==> src/rtl/rr_arbiter4.sv <==
`default_nettype none
// ============================================================================
// Module      : rr_arbiter4
// Description : Four-requester round-robin arbiter with registered one-hot
//               grant, binary grant index and valid flag. An owner keeps the
//               grant while it holds its request; on release the next
//               requester in round-robin order takes over with no bubble.
//               Optional hold limit enabled by defining RR_ARB_TIMEOUT_EN:
//               after MAX_HOLD consecutive cycles the owner is rotated out
//               if anyone else is waiting, with a one-cycle timeout pulse.
// Revision    : 1.0 - initial release
// ============================================================================
module rr_arbiter4 #(
    parameter int MAX_HOLD = 8,
    parameter int CNT_W    = 4
) (
    input  logic       clk,
    input  logic       rst,
    input  logic [3:0] req,
    output logic [3:0] gnt,
    output logic [1:0] gnt_idx,
    output logic       gnt_valid,
    output logic       timeout
);

    localparam logic [0:0] S_IDLE  = 1'b0;
    localparam logic [0:0] S_GRANT = 1'b1;

    // Reject configurations where the hold counter cannot reach its limit.
    if ((MAX_HOLD < 2) || (MAX_HOLD > 15) || (MAX_HOLD >= (1 << CNT_W))) begin : g_bad_cfg
        $error("rr_arbiter4: illegal MAX_HOLD/CNT_W combination");
    end

    logic [0:0] r_state_q,   w_state_d;
    logic [3:0] r_gnt_q,     w_gnt_d;
    logic [1:0] r_idx_q,     w_idx_d;
    logic       r_valid_q,   w_valid_d;
    logic       r_timeout_q, w_timeout_d;
    logic [1:0] r_ptr_q,     w_ptr_d;

    logic [3:0] w_req_rot;
    logic [1:0] w_off;
    logic [1:0] w_win;
    logic [3:0] w_win_oh;
    logic       w_any_req;
    logic       w_owner_req;
    logic       w_others;
    logic       w_at_limit;
    logic       w_rotate;
    logic       w_hold;
    logic       w_take_new;

    assign w_any_req   = |req;
    assign w_owner_req = req[r_idx_q];
    assign w_others    = |(req & ~r_gnt_q);

    // Round-robin search: rotate req so the pointer lands on bit 0, then
    // pick the lowest set bit and translate back to an absolute index.
    always_comb begin
        w_req_rot = '0;
        for (int i = 0; i < 4; i++) begin
            w_req_rot[i] = req[r_ptr_q + 2'(i)];
        end
        if (w_req_rot[0])      w_off = 2'd0;
        else if (w_req_rot[1]) w_off = 2'd1;
        else if (w_req_rot[2]) w_off = 2'd2;
        else                   w_off = 2'd3;
    end

    assign w_win    = r_ptr_q + w_off;
    assign w_win_oh = 4'b0001 << w_win;

`ifdef RR_ARB_TIMEOUT_EN
    localparam logic [CNT_W-1:0] C_CNT_MAX = CNT_W'(MAX_HOLD - 1);

    logic [CNT_W-1:0] r_cnt_q, w_cnt_d;

    assign w_at_limit = (r_cnt_q == C_CNT_MAX);

    // Hold counter: counts cycles of continued ownership, saturating at the limit.
    always_comb begin
        w_cnt_d = '0;
        if (w_hold) begin
            w_cnt_d = w_at_limit ? r_cnt_q : (r_cnt_q + CNT_W'(1));
        end
    end

    // Hold counter register.
    always_ff @(posedge clk) begin
        if (rst) begin
            r_cnt_q <= '0;
        end else begin
            r_cnt_q <= w_cnt_d;
        end
    end
`else
    assign w_at_limit = 1'b0;
`endif

    // Forced rotation only makes sense when somebody else is waiting.
    assign w_rotate = (r_state_q == S_GRANT) && w_owner_req && w_others && w_at_limit;

    // Next-state logic.
    always_comb begin
        w_state_d = r_state_q;
        case (r_state_q)
            S_IDLE:  w_state_d = w_any_req ? S_GRANT : S_IDLE;
            S_GRANT: w_state_d = (w_owner_req || w_others) ? S_GRANT : S_IDLE;
            default: w_state_d = S_IDLE;
        endcase
    end

    // Output/datapath logic: hold, hand over to the search winner, or release.
    always_comb begin
        w_gnt_d     = r_gnt_q;
        w_idx_d     = r_idx_q;
        w_valid_d   = r_valid_q;
        w_ptr_d     = r_ptr_q;
        w_timeout_d = 1'b0;
        w_hold      = 1'b0;
        w_take_new  = 1'b0;

        case (r_state_q)
            S_IDLE: begin
                w_take_new = w_any_req;
            end
            S_GRANT: begin
                if (w_owner_req && !w_rotate) begin
                    w_hold = 1'b1;
                end else begin
                    // Pointer already sits one past the owner, so the owner
                    // is searched last and cannot win a forced rotation.
                    w_take_new = w_others;
                end
            end
            default: begin
                w_take_new = 1'b0;
            end
        endcase

        if (w_take_new) begin
            w_gnt_d     = w_win_oh;
            w_idx_d     = w_win;
            w_valid_d   = 1'b1;
            w_ptr_d     = w_win + 2'd1;
            w_timeout_d = w_rotate;
        end else if (!w_hold) begin
            w_gnt_d   = 4'b0000;
            w_idx_d   = 2'b00;
            w_valid_d = 1'b0;
        end
    end

    // State and output registers.
    always_ff @(posedge clk) begin
        if (rst) begin
            r_state_q   <= S_IDLE;
            r_gnt_q     <= 4'b0000;
            r_idx_q     <= 2'b00;
            r_valid_q   <= 1'b0;
            r_timeout_q <= 1'b0;
            r_ptr_q     <= 2'b00;
        end else begin
            r_state_q   <= w_state_d;
            r_gnt_q     <= w_gnt_d;
            r_idx_q     <= w_idx_d;
            r_valid_q   <= w_valid_d;
            r_timeout_q <= w_timeout_d;
            r_ptr_q     <= w_ptr_d;
        end
    end

    assign gnt       = r_gnt_q;
    assign gnt_idx   = r_idx_q;
    assign gnt_valid = r_valid_q;
    assign timeout   = r_timeout_q;

endmodule
`default_nettype wire
==> config.mk <==
export PLATFORM = sky130hd
export DESIGN_NAME = rr_arbiter4
export DESIGN_NICKNAME = d
export VERILOG_FILES = /design/src/rtl/rr_arbiter4.sv
export SDC_FILE = /design/constraint.sdc
export NUM_CORES = 1
export LEC_CHECK = 0
export BUFFER_PORTS_ARGS = -buffer_cell sky130_fd_sc_hd__buf_2
export CORE_AREA = 2 2 39 41
export CTS_CLUSTER_DIAMETER = 80
export DETAILED_ROUTE_END_ITERATION = 8
export DIE_AREA = 0 0 41 43
export PLACE_DENSITY = 0.85
export SYNTH_ARGS = -nofsm -noshare
export SYNTH_HDL_FRONTEND = slang
export SYNTH_SLANG_ARGS = --single-unit
==> constraint.sdc <==
create_clock -name clk -period 3.6 [get_ports clk]
set_clock_uncertainty 0.1 [all_clocks]
set_input_delay 0.18 -clock clk [delete_from_list [all_inputs] [get_ports clk]]
set_output_delay 0.18 -clock clk [all_outputs]
set_load 0.01 [all_outputs]
-- After elaboration in Yosys (flattened, before gate mapping)
Index checks and enable logic that the tools add are counted.
- add/subtract/negate cells: 4
- magnitude comparators: 4
- eq/ne operators: 1
- shifts and indexed selects: 1
- muxes and demuxes: 24
- bitwise operators: 3
- reduce and logical (&&, ||, !) cells: 3
- operators with widths (operator ; number):
    $lt 2x3->1 const B ; 4
    $mux 1 ; 12
    $bmux 1 s2 ; 4
    $mux 2 ; 4
    $mux 4 ; 2
    $reduce_or 4->1 ; 2
    $add 2x1->2 const B ; 2
    $and 4x4->4 ; 1
    $not 4->4 ; 1
    $pmux 1 s2 ; 2
    $shl 1x2->4 const A ; 1
    $add 2x2->2 ; 1
    $add 2x2->2 const B ; 1
    $ne 2x1->1 const B ; 1
    $logic_or 1x1->1 ; 1
    $not 1->1 ; 1
- bits in registers: 10
- output and inout port bits: 8
- word-level logic and storage cells: 45

-- Logic depth before layout (Yosys ltp)
- word-level depth: 9
- gate-level depth with buffers: 10

-- Least setup slack after synthesis
Ideal clock, no wire load.
- kind: flip-flop to flip-flop
- start point: register r_ptr_q[1]
- end point: register r_gnt_q[2] (netlist: gnt[2])
- setup time: 0.070 ns
- arrival: 1.954 ns
- required time: 3.430 ns
- slack: 1.476 ns
- stages on the path, launching flop included: 11
- path buffers: 0
- period minus slack after synthesis: 2.124 ns
- path through: dfxtp_1 -> inv_1 -> a21boi_0 -> nor3_1 -> a21oi_1 -> o21ai_0 -> ha_1 -> nor2_1 -> a32oi_2 -> or4_1 -> a21oi_1
- longest elaborated chain between the ends: 9
- RTL lines (item ; RTL line ; text):
    from (decl) ; 39 ; logic [1:0] r_ptr_q, w_ptr_d;
    from (signal assigned) ; 169 ; r_ptr_q <= w_ptr_d;
    $add 2x2->2 ; 62 ; w_req_rot[i] = req[r_ptr_q + 2'(i)];
    $bmux 1 s2 ; 62 ;
    $mux 1 (not written as such) ; 62 ;
    $mux 1 ; 66 ; else if (w_req_rot[2]) w_off = 2'd2;
    $mux 2 ; 65 ; else if (w_req_rot[1]) w_off = 2'd1;
    $mux 2 ; 64 ; if (w_req_rot[0]) w_off = 2'd0;
    $add 2x2->2 (*) ; 70 ; assign w_win = r_ptr_q + w_off;
    $shl 1x2->4 (*) ; 71 ; assign w_win_oh = 4'b0001 << w_win;
    $mux 4 (*) ; 141 ; if (w_take_new) begin
    to (signal assigned) ; 165 ; r_gnt_q <= w_gnt_d;
    to (decl) ; 35 ; logic [3:0] r_gnt_q, w_gnt_d;
Every way passes the cells marked *; elsewhere a longest branch is shown, timed or not. The select of a mux whose other input is x is not followed.
A chain may end at the register's enable or synchronous reset.

-- Final worst setup path
Ends and elaborated chain as after synthesis.

==> qor.txt <==
outcome - finished, final reports clean
share of cells above drive strength 1 - 0.258
Die Y - 43 um
GRT Total Usage - 0.180
row count - 14
GR Util met3 - 0.0157
largest family of logic cells by synthesized area - compound AO/OA/AOI/OAI gates
WP data required - 3700 ps
Syn Inst Count - 76
global route hottest layer - met2
crit-path cells - inv_1 -> a21boi_0 -> nor3_1 -> a21oi_1 -> o21ai_0 -> ha_1 -> nor2_1 -> a32oi_2 -> or4_1 -> a21oi_1
mux share of post-synthesis cell area - 0.0436
antenna-violating nets left - 0
CP Class - flop to flop
WL final - 1.50 mm
drt drc - 0
Placed Cells - 101
Reg clk slew, reported paths - 60 ps
Slew Viols, Final - 0
Num Clock Sinks - 10
Post-Syn Area - 661 sq um
Synth Area in XOR/XNOR - 0
I/O pin count - 14
post-cts hold buffer count - 0
HPWL after detailed placement - 1.05 mm
fin nets - 97
CTS Buf Count - 3
FILL cells - 131
setup bufs post-CTS - 0
Pre-antenna DRT Iters - 4
crit path launch type - flop
Top delay family on crit path - simple AND/OR/NAND/NOR gates
synthesized flop and latch total - 10
fin cells - 105
# diodes - 0
Resize count post-CTS - 0
Synth Area in Simple Gates - 0.269
Pwr per Cell Area - 781 nW/um^2
max cap viols - 0
clock insertion delay at the later pin of the skew report - 260 ps
Buffers on Ports - 12
wire per inst - 14.3 um
routability cong. - 0.810
CP arrival - 2520 ps
Core ar. - 1380 sq um
post-synthesis sequential area ratio - 0.303
complex-gate fraction of the synthesized area - 0.324
CTS tree - done
first-pass GRT wire length - 2.16 mm
Via Count - 614
met2 Use GR - 0.272
GR Util met1 - 0.240
Clock Path Buffers - 2
Pleak - 0.000298 uW
final setup vio count - 0
largest net degree at the start of global routing - 12
H-tree Lvls - 1
antenna violations before repair - 0
Critical Path Fanout Max - 9
unrepaired setup endpoints after global routing - false
Synth cell types - 39
mean post-synth cell area - 8.69 sq um
placed inst area - 724 sq um
Worst VDD drop - 0.372 mV
ranking of synthesized cells by area - dfxtp_1, a21oi_1, nor2_1
top-area cell type share of the netlist area - 0.303
area of the multi-input gates - 437 sq um
largest area contributor in the netlist - dfxtp_1
Post-Syn Nets - 83
fin area - 761 sq um
type of the worst min-delay path - input port to flop
number of global-route vias before repair - 516
final cycle utilization of the critical path - 0.671
Fmax - 414 MHz
final core utilization - 0.550
Reg area - 200 sq um
CP most frequent cell - a21oi_1
grt total ovfl - 0
adder-cell share of the synthesized area - 0.0189
Warnings, synthesis - 0
post-synthesis to final-layout area growth - 15.2%
final number of hold-violating endpoints - 0
die area - 1760 sq um
Root Driver - clkbuf_4
max_slew headroom - 0.562
Initial Util - 0.477
Die X - 41 um
Max stage delay cell, worst path - or4_1
Worst Path Buf+Inv - 1
setup TNS - 0 ps
crit path capture type - flop
crit path time final - 2420 ps
Starting DRT DRC Count - 9
measured slew at the worst slew-check pin - 655 ps
via/cell ratio - 5.85
CP peak stage delay - 530 ps
final cells by class:
type / instances / share of cell area
multi-input cells: 61 / 0.574
flip-flops and latches: 10 / 0.263
repair buffers: 12 / 0.0789
clock buffers: 4 / 0.0477
well taps: 16 / 0.0263
inverters: 2 / 0.00987
power breakdown:
| group | internal, uW | switching, uW |
|---|---|---|
| clock | 61.4 | 39.6 |
| combinational | 133 | 156 |
| sequential | 151 | 53.7 |
| total | 345 | 250 |
stage by stage:
stage,hold WS [ps],worst slack (ps),power [uW]
after CTS,103,1160,597
after detailed placement,361,1180,491
after global routing,120,960,633
final,119,1180,594
after floorplan,300,1480,415
after global placement,342,1320,475
sequential cells by signal (all words and copies together), names as in the netlist:
signal and count:
gnt 4, gnt_idx 2, r_ptr_q 2, gnt_valid 1
r_state_q 1
cells by family (layout without fill, tap and decap cells):
family,after synthesis,in the layout
AOI/OAI and AO/OA,26,26
buffers and inverters,5,18
muxes,2,2
adders and majority gates,1,1
other,1,1
DFF,10,10
and+or+nand+nor,31,31
synthesized netlist by cell type:
library cell / n
a21boi_1: 1
a2111oi_2: 1
a211oi_1: 1
nor3_1: 2
nor3b_1: 1
o21ai_2: 1
nor2_4: 1
o2bb2ai_4: 1
o21a_1: 1
mux2i_2: 1
or4b_1: 1
a21boi_0: 4
or3_1: 2
a211o_1: 1
nor2_1: 9
nand2_1: 5
a32oi_1: 1
or4_1: 1
inv_1: 2
buf_4: 1
a32oi_2: 1
mux2_4: 1
or2b_1: 1
a21oi_1: 8
nand4b_1: 1
nand3b_1: 1
a32o_1: 1
clkbuf_1: 1
a22oi_1: 1
nor2b_1: 4
conb_1: 1
and3b_1: 1
nor4b_1: 1
dfxtp_1: 10
buf_2: 1
ha_1: 1
o311ai_1: 1
o21ai_0: 1
o21ai_1: 1
per-layer routing:
layer	up-vias	share of wire
met4	0	0.0067
met1	291	0.48
met3	2	0.029
met2	12	0.48
met5	-	0
li1	309	-
placed cells by master, fill, tap and decap left out, drive strengths merged, types with 2 or more instances in the layout:
cell,count
a21boi,5
a21oi,8
a32oi,2
buf,12
clkbuf,4
dfxtp,10
inv,2
nand2,5
nor2,10
nor2b,4
nor3,2
o21ai,3
or3,2
final timing paths:
kind,slack (ps),cells after the start,to,start
min reg2reg,380,2,gnt[2],gnt[2]
min,120,2,gnt[2],rst
max,1180,10,gnt[2],r_ptr_q[1]
max reg2reg,1180,10,gnt[2],r_ptr_q[1]
worst reg2reg max path, stage by stage (launching register included):
cell	delay, ps
dfxtp_1	470
inv_1	130
a21boi_0	190
nor3_1	70
a21oi_1	110
o21ai_0	100
ha_1	210
nor2_1	130
a32oi_2	170
or4_1	530
a21oi_1	140
No activity file was read; power rests on OpenSTA's default activity.
